**config.mk**
```make
export PLATFORM = sky130hd
export DESIGN_NAME = muldiv_unit
export DESIGN_NICKNAME = d
export VERILOG_FILES = /design/src/rtl/muldiv_unit.sv
export SDC_FILE = /design/constraint.sdc
export NUM_CORES = 1
export LEC_CHECK = 0
export ABC_CLOCK_PERIOD_IN_PS = 7370
export CORE_ASPECT_RATIO = 1.25
export CORE_UTILIZATION = 55
export CTS_CLUSTER_DIAMETER = 60
export DETAILED_ROUTE_END_ITERATION = 16
export GPL_TIMING_DRIVEN = 0
export PLACE_DENSITY = 0.88
export SYNTH_ARGS = -nofsm -noshare
export SYNTH_HDL_FRONTEND = slang
export SYNTH_SLANG_ARGS = --single-unit
```
**constraint.sdc**
```tcl
create_clock -name clk -period 7.37 [get_ports clk]
set_input_delay 0.737 -clock clk [delete_from_list [all_inputs] [get_ports clk]]
set_output_delay 0.737 -clock clk [all_outputs]
set_load 0.005 [all_outputs]
```
**src/rtl/muldiv_unit.sv**
```systemverilog
`default_nettype none
// ============================================================================
// muldiv_unit : iterative radix-2 MULT/MULTU/DIV/DIVU unit with HI/LO pair
// Rev 1.0
// ============================================================================
module muldiv_unit #(
  parameter int WIDTH = 32
) (
  input  logic             clk,
  input  logic             rst_n,
  input  logic             start,
  input  logic [1:0]       op,
  input  logic [WIDTH-1:0] src_a,
  input  logic [WIDTH-1:0] src_b,
  input  logic             hi_we,
  input  logic             lo_we,
  input  logic [WIDTH-1:0] wdata,
  output logic             busy,
  output logic             done,
  output logic [WIDTH-1:0] hi,
  output logic [WIDTH-1:0] lo
);

  localparam int c_CW = $clog2(WIDTH);
  localparam logic [c_CW-1:0] c_CNT_ONE  = c_CW'(1);
  localparam logic [c_CW-1:0] c_CNT_LAST = c_CW'(WIDTH - 1);

  localparam logic [1:0] c_IDLE = 2'd0;
  localparam logic [1:0] c_RUN  = 2'd1;
  localparam logic [1:0] c_FIX  = 2'd2;

  logic [1:0]         r_state;
  logic               r_busy;
  logic               r_done;
  logic [WIDTH-1:0]   r_hi;
  logic [WIDTH-1:0]   r_lo;
  logic [c_CW-1:0]    r_cnt;
  logic               r_div;
  logic               r_sign_a;
  logic               r_sign_b;
  logic [WIDTH-1:0]   r_a;
  logic [WIDTH-1:0]   r_b;
  logic [2*WIDTH-1:0] r_acc;
  logic [WIDTH-1:0]   r_rem;
  logic [WIDTH-1:0]   r_quo;

  // Unsigned ops latch zero sign bits, so the correction stage needs no op check.
  logic             w_signed_op;
  logic             w_a_neg;
  logic             w_b_neg;
  logic [WIDTH-1:0] w_abs_a;
  logic [WIDTH-1:0] w_abs_b;

  assign w_signed_op = ~op[0];
  assign w_a_neg     = w_signed_op & src_a[WIDTH-1];
  assign w_b_neg     = w_signed_op & src_b[WIDTH-1];
  assign w_abs_a     = w_a_neg ? -src_a : src_a;
  assign w_abs_b     = w_b_neg ? -src_b : src_b;

  // Multiply step: conditional add into the upper half, then shift right with carry.
  logic [WIDTH:0] w_mul_sum;
  assign w_mul_sum = {1'b0, r_acc[2*WIDTH-1:WIDTH]} + (r_acc[0] ? {1'b0, r_a} : '0);

  // Divide step: the shifted partial remainder needs one extra bit for the compare.
  logic [WIDTH:0]   w_div_shift;
  logic             w_div_ge;
  logic [WIDTH-1:0] w_div_sub;

  assign w_div_shift = {r_rem, r_quo[WIDTH-1]};
  assign w_div_ge    = (w_div_shift >= {1'b0, r_b});
  assign w_div_sub   = w_div_shift[WIDTH-1:0] - r_b;

  logic               w_b_zero;
  logic               w_mul_neg;
  logic               w_quo_neg;
  logic [2*WIDTH-1:0] w_prod;
  logic [WIDTH-1:0]   w_quo_fix;
  logic [WIDTH-1:0]   w_rem_fix;

  assign w_b_zero  = (r_b == '0);
  assign w_mul_neg = r_sign_a ^ r_sign_b;
  assign w_quo_neg = (r_sign_a ^ r_sign_b) & ~w_b_zero;
  assign w_prod    = w_mul_neg ? -r_acc : r_acc;
  assign w_quo_fix = w_quo_neg ? -r_quo : r_quo;
  // With a zero divisor the remainder holds |src_a|; restoring its sign returns src_a.
  assign w_rem_fix = r_sign_a ? -r_rem : r_rem;

  always_ff @(posedge clk or negedge rst_n) begin
    if (!rst_n) begin
      r_state  <= c_IDLE;
      r_busy   <= 1'b0;
      r_done   <= 1'b0;
      r_hi     <= '0;
      r_lo     <= '0;
      r_cnt    <= '0;
      r_div    <= 1'b0;
      r_sign_a <= 1'b0;
      r_sign_b <= 1'b0;
      r_a      <= '0;
      r_b      <= '0;
      r_acc    <= '0;
      r_rem    <= '0;
      r_quo    <= '0;
    end else begin
      r_done <= 1'b0;
      case (r_state)
        c_IDLE: begin
          if (hi_we) r_hi <= wdata;
          if (lo_we) r_lo <= wdata;
          if (start) begin
            r_state  <= c_RUN;
            r_busy   <= 1'b1;
            r_div    <= op[1];
            r_sign_a <= w_a_neg;
            r_sign_b <= w_b_neg;
            r_a      <= w_abs_a;
            r_b      <= w_abs_b;
            r_acc    <= {{WIDTH{1'b0}}, w_abs_b};
            r_rem    <= '0;
            r_quo    <= w_abs_a;
            r_cnt    <= '0;
          end
        end
        c_RUN: begin
          if (r_div) begin
            r_rem <= w_div_ge ? w_div_sub : w_div_shift[WIDTH-1:0];
            r_quo <= {r_quo[WIDTH-2:0], w_div_ge};
          end else begin
            r_acc <= {w_mul_sum, r_acc[WIDTH-1:1]};
          end
          if (r_cnt == c_CNT_LAST) begin
            r_state <= c_FIX;
          end else begin
            r_cnt <= r_cnt + c_CNT_ONE;
          end
        end
        c_FIX: begin
          if (r_div) begin
            r_hi <= w_rem_fix;
            r_lo <= w_quo_fix;
          end else begin
            r_hi <= w_prod[2*WIDTH-1:WIDTH];
            r_lo <= w_prod[WIDTH-1:0];
          end
          r_done  <= 1'b1;
          r_busy  <= 1'b0;
          r_state <= c_IDLE;
        end
        default: begin
          r_state <= c_IDLE;
          r_busy  <= 1'b0;
        end
      endcase
    end
  end

  assign busy = r_busy;
  assign done = r_done;
  assign hi   = r_hi;
  assign lo   = r_lo;

endmodule
`default_nettype wire

```
==> reports/qor.tcl, run 1 <==
set qor(post_cts_buffers) 0
set qor(port-buffer-count) 168
set qor(synth.top_cells.by_area) {sky130_fd_sc_hd__dfrtp_1, sky130_fd_sc_hd__o21ai_0, sky130_fd_sc_hd__nand2_1, sky130_fd_sc_hd__xnor2_1, sky130_fd_sc_hd__a21oi_1}
set qor(run_status) {finished clean}
set qor(cp.arrival_ns) 4.87
set qor(globalRouteOverflowTotal) 0
set qor(cp_cell_sequence) {clkbuf_1, inv_1, ha_1, nor4b_1, nand4_1, or3b_2, or4_4, nand2b_4, buf_6, a311oi_1, o21ai_0, a21oi_1}
set qor(setup.worst_path.start_class) {flip-flop}
set qor(placed_area_um2) 21400
set qor(path_buf_inv) 3
set qor(reg2reg_depth) 12
set qor(flow.area_growth_from_synthesis_pct) 18.5
set qor(design.portCount) 169
set qor(cts_root_buf) {sky130_fd_sc_hd__clkbuf_16}
set qor(cts_htree_levels) 2
set qor(grt_first_pass_wirelength_mm) 113
set qor(cp_num_cells) 12
set qor(fin_area_um2) 22600
set qor(crit_slowest_cell) {sky130_fd_sc_hd__nor4b_1}
set qor(drive_above_1_share) 0.0357
set qor(synthesis.area_per_instance_um2) 8.12
set qor(routabilityCongestion) 1.01
set qor(critical_path_peak_fanout) 10
set qor(cap_violations) 0
set qor(drt_pre_antenna_iters) 8
set qor(route.detailed.wl_per_inst_um) 24.5
set qor(crit_end) {hi[26]$_DFFE_PN0P_}
set qor(drt-vias-per-instance) 6.54
set qor(num_rows) 75
set qor(gr-usage-all-layers) 0.424
set qor(setup_repair_after_global_routing_missed_its_margin) {no}
set qor(synth_top_area_cell) {sky130_fd_sc_hd__dfrtp_1}
set qor(area_taken_by_flip_flops_and_latches_um2) 6710
set qor(worstSetupPathType) {flip-flop to flip-flop}
set qor(crit_path_end_kind) {flip-flop}
set qor(detailroute.via_count) 19900
set qor(syn-cell-area_um2) 19100
set qor(hpwl_mm) 58.5
set qor(clock_tree_from_tritoncts) {yes}
set qor(cts_buffers) 35
set qor(post_synth_num_cell_types) 74
set qor(initial_core_util) 0.563
set qor(crit_path_start) {r_acc[0]$_DFFE_PN0P_}
set qor(worst-r2r-setup-slack_ns) 2.96
set qor(clock.fmax_mhz) 227
set qor(hold_path.class) {primary input to asynchronous set/reset pin}
set qor(max_slew.worst_pin.slew_ns) 1.14
set qor(fraction_of_synthesized_cell_area_taken_by_the_top_area_cell_type) 0.352
set qor(timing.rr.start) {r_acc[0]$_DFFE_PN0P_}
set qor(dieArea_um2) 35400
set qor(setup-violations-final) 0
set qor(r2r_end) {hi[26]$_DFFE_PN0P_}
set qor(die-width_um) 169
set qor(fillerInstances) 2904
set qor(final-instance-count-excl-fill) 3042
set qor(grt_max_degree) 121
set qor(drc) 0
set qor(ys_ff_latch) 268
set qor(cellPowerDensity_nw_per_um2) 522
set qor(ys_warn_count) 0
set qor(clk_pin_slew_worst_paths_ns) 0.06
set qor(number_of_enable_flip_flop_cells_after_synthesis) 0
set qor(final_max_slew_viol_count) 0
set qor(dr.first_iter.drc_count) 2160
set qor(multiInputGateArea_um2) 11600
set qor(final.period_utilization) 0.598
set qor(worst_ir_drop_vdd_mv) 0.266
set qor(hold_viol) 0
set qor(height_of_the_die_um) 210
set qor(num-nets-final) 2732
set qor(initial_antenna_violation_count) 1
set qor(grt_pass1_vias) 19400
set qor(post_cts_resized) 0
set qor(synth_nets) 2525
set qor(layout_min_cycle_time_ns) 4.41
set qor(power.leakage_nw) 9.59
set qor(synth_flop_cell) {sky130_fd_sc_hd__dfrtp_1}
set qor(clock_tree.buffer_depth) 3
set qor(postRouteWirelength_mm) 74.6
set qor(clk-insertion-delay-late_ns) 0.55
set qor(cts_num_sinks) 268
set qor(ys_async_sr_fraction) 1.00
set qor(core_region_area_um2) 33900
set qor(relSlewSlack) 0.232
set qor(synth.yosys.seq_area_share) 0.352
set qor(synthesis.instances) 2349
set qor(worst_path_dominant_cell_family) {simple AND/OR/NAND/NOR gates}
set qor(cp.required_ns) 7.83
set qor(final.setup_skew_ns) 0.0280
set qor(critical-path-max-stage-delay_ns) 0.67
set qor(hold_buffers) 0
set qor(final_antenna_net_count) 0
set qor(dp.cells) 2981
[sequential cells by signal, indices dropped and copies added (netlist names)]
signal    cells
hi           32
r_quo        32
r_rem        32
r_a          32
r_cnt         5
lo           32
r_div         1
r_acc        64
r_b          32
done          1
r_state       2
busy          1
r_sign_b      1
r_sign_a      1
[cell usage after synthesis (5+ instances only)]
cell type,number
sky130_fd_sc_hd__clkbuf_1,122
sky130_fd_sc_hd__and2_1,42
sky130_fd_sc_hd__buf_1,10
sky130_fd_sc_hd__a221o_1,8
sky130_fd_sc_hd__o21a_1,11
sky130_fd_sc_hd__nand4_1,15
sky130_fd_sc_hd__a22oi_1,14
sky130_fd_sc_hd__or4_1,21
sky130_fd_sc_hd__nor2_1,181
sky130_fd_sc_hd__a311oi_1,8
sky130_fd_sc_hd__nand2b_1,20
sky130_fd_sc_hd__inv_1,68
sky130_fd_sc_hd__nand2_1,304
sky130_fd_sc_hd__a211oi_1,31
sky130_fd_sc_hd__or3_1,31
sky130_fd_sc_hd__a21o_1,42
sky130_fd_sc_hd__ha_1,71
sky130_fd_sc_hd__o21ai_0,303
sky130_fd_sc_hd__a221oi_1,9
sky130_fd_sc_hd__dfrtp_1,268
sky130_fd_sc_hd__xor2_1,100
sky130_fd_sc_hd__xnor2_1,124
sky130_fd_sc_hd__o211ai_1,14
sky130_fd_sc_hd__o22ai_1,12
sky130_fd_sc_hd__nor3b_1,6
sky130_fd_sc_hd__a32oi_1,5
sky130_fd_sc_hd__nor3_1,41
sky130_fd_sc_hd__o221ai_1,10
sky130_fd_sc_hd__a22o_1,6
sky130_fd_sc_hd__o41ai_1,18
sky130_fd_sc_hd__nand3_1,31
sky130_fd_sc_hd__or2_2,8
sky130_fd_sc_hd__mux2i_1,29
sky130_fd_sc_hd__a21oi_1,178
sky130_fd_sc_hd__and3_1,26
sky130_fd_sc_hd__nor2b_1,12
sky130_fd_sc_hd__a31oi_1,19
sky130_fd_sc_hd__nor4_1,28
sky130_fd_sc_hd__o31ai_1,35
[report_power, final]
part | internal (mW) | switching, mW
clock | 1.08 | 0.724
sequential | 2.17 | 0.970
combinational | 2.73 | 4.11
[layout make-up]
| class | instances | share of cell area |
|---|---|---|
| inverters | 69 | 0.0115 |
| multi-input cells | 1876 | 0.513 |
| diodes | 1 | 0.000111 |
| clock inverters | 16 | 0.00859 |
| repair buffers | 170 | 0.0771 |
| flip-flops and latches | 268 | 0.297 |
| plain buffers | 136 | 0.0231 |
| clock buffers | 44 | 0.0444 |
| well taps | 462 | 0.0256 |
[cells in the final DEF, fill, tap and decap left out, drive strengths merged, types with 12 or more instances in the layout]
master / n
a211oi: 31
a21o: 42
a21oi: 178
a22oi: 14
a31oi: 19
and2: 42
and3: 26
buf: 17
clkbuf: 166
clkdlybuf4s50: 167
dfrtp: 268
ha: 71
inv: 72
mux2i: 29
nand2: 304
nand2b: 21
nand3: 31
nand4: 15
nor2: 181
nor2b: 12
nor3: 41
nor4: 29
o211ai: 14
o21ai: 306
o22ai: 12
o31ai: 37
o41ai: 20
or3: 31
or4: 24
xnor2: 124
xor2: 100
[routing by layer]
metal	part of all wire	vias up	global-route usage
li1	-	8833	-
met3	0.094	326	0.0783
met1	0.36	9550	0.502
met4	0.10	0	0.371
met2	0.44	1175	0.663
met5	0	-	0
[cell families after synthesis]
group                    synth area share
adder cells (fa/ha/maj)            0.0487
buffers and inverters              0.0410
flip-flops                          0.352
AO/OA/AOI/OAI                       0.243
AND/OR/NAND/NOR                     0.195
multiplexers                       0.0176
XOR/XNOR                            0.103
[worst min-delay path by stage]
stage,from,endpoint,depth (start not counted)
floorplan,rst_n,busy$_DFFE_PN0P_,0
global placement,r_a[4]$_DFFE_PN0P_,r_a[4]$_DFFE_PN0P_,2
detailed placement,r_a[5]$_DFFE_PN0P_,r_a[5]$_DFFE_PN0P_,2
CTS,rst_n,r_acc[6]$_DFFE_PN0P_,1
finish,rst_n,r_cnt[0]$_DFFE_PN0P_,1
global route,rst_n,r_cnt[4]$_DFFE_PN0P_,1
[worst reg2reg max path: cells and delay by family, from the launching register on]
| kind | cells | cell delay (ns) |
|---|---|---|
| simple gates | 5 | 2.36 |
| compound gates | 3 | 0.82 |
| buf+inv | 3 | 0.58 |
| flops | 1 | 0.35 |
| fa+ha+maj | 1 | 0.21 |
[through the flow]
step,hold slack (ns),setup slack [ns],util,power (mW),TNS (ns)
detailed placement,0.463,3.16,0.631,9.73,0
global route,0.0861,2.82,0.667,12.5,0
global placement,0.455,-5.96,0.629,9.55,-1588.08
finish,0.0588,2.96,0.667,11.8,0
floorplan,0.441,4.07,-,7.37,0
CTS,0.0753,3.14,0.667,11.6,0
No activity file was read; power rests on OpenSTA's default activity.
==> run 2: changes to the inputs <==
--- a/config.mk
+++ b/config.mk
@@ -5,7 +5,7 @@
 export SDC_FILE = /design/constraint.sdc
 export NUM_CORES = 1
 export LEC_CHECK = 0
-export ABC_CLOCK_PERIOD_IN_PS = 7370
+export ABC_CLOCK_PERIOD_IN_PS = 4150
 export CORE_ASPECT_RATIO = 1.25
 export CORE_UTILIZATION = 55
 export CTS_CLUSTER_DIAMETER = 60
==> constraint.sdc (replaced) <==
create_clock -name clk -period 4.15 [get_ports clk]
set_input_delay 0.415 -clock clk [delete_from_list [all_inputs] [get_ports clk]]
set_output_delay 0.415 -clock clk [all_outputs]
set_load 0.005 [all_outputs]
==> reports/qor.tcl, run 2 (synthesis results as in run 1) <==
set qor(route.detailed.wl_per_inst_um) 24.6
set qor(dp.cells) 2981
set qor(detailroute.via_count) 19900
set qor(critical_path_peak_fanout) 10
set qor(most_frequent_cells_in_the_layout) {sky130_fd_sc_hd__nand2_1, sky130_fd_sc_hd__o21ai_0, sky130_fd_sc_hd__dfrtp_1, sky130_fd_sc_hd__nor2_1, sky130_fd_sc_hd__a21oi_1}
set qor(globalRouteOverflowTotal) 0
set qor(dieArea_um2) 35400
set qor(drt-vias-per-instance) 6.53
set qor(hold_viol) 0
set qor(final_core_util) 0.667
set qor(worst_ir_drop_vdd_mv) 0.478
set qor(crit_path_end_kind) {flip-flop}
set qor(num-nets-final) 2732
set qor(port-buffer-count) 168
set qor(drive_above_1_share) 0.0364
set qor(hpwl_mm) 58.5
set qor(initial_antenna_violation_count) 1
set qor(clk_pin_slew_worst_paths_ns) 0.06
set qor(design.portCount) 169
set qor(final_antenna_net_count) 0
set qor(final.setup_skew_ns) 0.0283
set qor(cts_num_sinks) 268
set qor(run_status) {finished clean}
set qor(max_slew.worst_pin.slew_ns) 1.16
set qor(clk-insertion-delay-late_ns) 0.54
set qor(crit_slowest_cell) {sky130_fd_sc_hd__or3b_2}
set qor(layout_min_cycle_time_ns) 4.07
set qor(gr-usage-all-layers) 0.424
set qor(grt_pass1_vias) 19400
set qor(final.period_utilization) 0.981
set qor(cp_cell_sequence) {clkbuf_1, inv_1, ha_1, nor4b_2, nand4_1, or3b_2, or4_4, nand2b_4, buf_6, a311oi_1, o21ai_0, a21oi_1}
set qor(cts_buffers) 35
set qor(clock_tree.buffer_depth) 3
set qor(cp.required_ns) 4.61
set qor(power.leakage_nw) 9.60
set qor(core_region_area_um2) 33900
set qor(height_of_the_die_um) 210
set qor(cts_htree_levels) 2
set qor(postRouteWirelength_mm) 74.7
set qor(num_rows) 75
set qor(final-instance-count-excl-fill) 3041
set qor(registers.top_by_ff_count) {r_acc}
set qor(setup-violations-final) 0
set qor(final_max_slew_viol_count) 0
set qor(cap_violations) 0
set qor(hold_path.class) {primary input to asynchronous set/reset pin}
set qor(cts_root_buf) {sky130_fd_sc_hd__clkbuf_16}
set qor(largest_register_ffs) 64
set qor(clock.fmax_mhz) 246
set qor(relSlewSlack) 0.219
set qor(critical-path-max-stage-delay_ns) 0.62
set qor(antenna-diode-count) 0
set qor(routabilityCongestion) 1.01
set qor(grt_max_degree) 121
set qor(setup_repair_after_global_routing_missed_its_margin) {no}
set qor(dr.first_iter.drc_count) 2181
set qor(clock_tree_from_tritoncts) {yes}
set qor(drc) 0
set qor(grt_first_pass_wirelength_mm) 113
set qor(worstSetupPathType) {flip-flop to flip-flop}
set qor(setup.worst_path.start_class) {flip-flop}
set qor(drt_pre_antenna_iters) 6
set qor(die-width_um) 169
set qor(flow.area_growth_from_synthesis_pct) 18.5
set qor(initial_core_util) 0.563
set qor(cellPowerDensity_nw_per_um2) 927
set qor(cp.arrival_ns) 4.53
[run 2: cell count changes in the layout (fill, tap and decap cells not counted), sizes merged]
cell,delta
clkbuf,-1
diode,-1
dlygate4sd3,+1
[run 2: through the flow]
step | power [mW] | setup WS, ns | setup TNS [ns] | hold WS [ns] | area, um^2
after floorplan | 13.1 | 0.851 | 0 | 0.119 | 19100
after global placement | 17.0 | -8.85 | -2365.59 | 0.455 | 21300
after detailed placement | 17.3 | -0.0637 | -0.669 | 0.311 | 21400
after CTS | 20.5 | 0.128 | 0 | 0.345 | 22600
after global routing | 22.2 | 0.0102 | 0 | 0.363 | 22600
final | 20.9 | 0.0779 | 0 | 0.334 | 22600
[run 2: final cells by class]
class	count	area (um^2)
sequential	268	6710
fill	2898	11300
buffer	135	518
timing repair buffer	171	1750
clock buffer	44	1000
clock inverter	16	194
multi-input combinational	1876	11600
inverter	69	259
tap	462	578
[run 2: power by group]
group | switching [mW] | internal (mW) | total [mW]
logic | 7.30 | 4.85 | 12.1
clock network | 1.28 | 1.91 | 3.20
registers | 1.73 | 3.86 | 5.59
[run 2: routing by layer]
layer	global-route usage	part of all wire	up-vias
li1	-	-	8834
met1	0.503	0.37	9572
met2	0.664	0.44	1121
met3	0.0781	0.087	336
met4	0.369	0.10	0
met5	0	0	-
[run 2: timing repair]
action	4_1_cts	5_1_grt
hold buffers	1	0
hold endpoints to repair	35	0
resized for setup	1	2
buffers inserted	0	0
pin swaps	0	0
setup endpoints to repair	25	30
[run 2: critical path, delay by kind of cell, from the launching register on]
family	cells	cell delay (ns)
AOI/OAI and AO/OA	3	0.85
adders and majority gates	1	0.21
buffers and inverters	3	0.57
DFF	1	0.35
and+or+nand+nor	5	2.02
[run 2: worst paths after layout]
kind | start | cells past startpoint | to | slack (ns)
min reg2reg | r_a[5]$_DFFE_PN0P_ | 2 | r_a[5]$_DFFE_PN0P_ | 0.47
max reg2reg | r_acc[0]$_DFFE_PN0P_ | 12 | hi[26]$_DFFE_PN0P_ | 0.08
min in group clk | r_a[5]$_DFFE_PN0P_ | 2 | r_a[5]$_DFFE_PN0P_ | 0.47
max in group asynchronous | rst_n | 3 | r_acc[48]$_DFFE_PN0P_ | 2.87
max | r_acc[0]$_DFFE_PN0P_ | 12 | hi[26]$_DFFE_PN0P_ | 0.08
min | rst_n | 2 | r_acc[6]$_DFFE_PN0P_ | 0.33
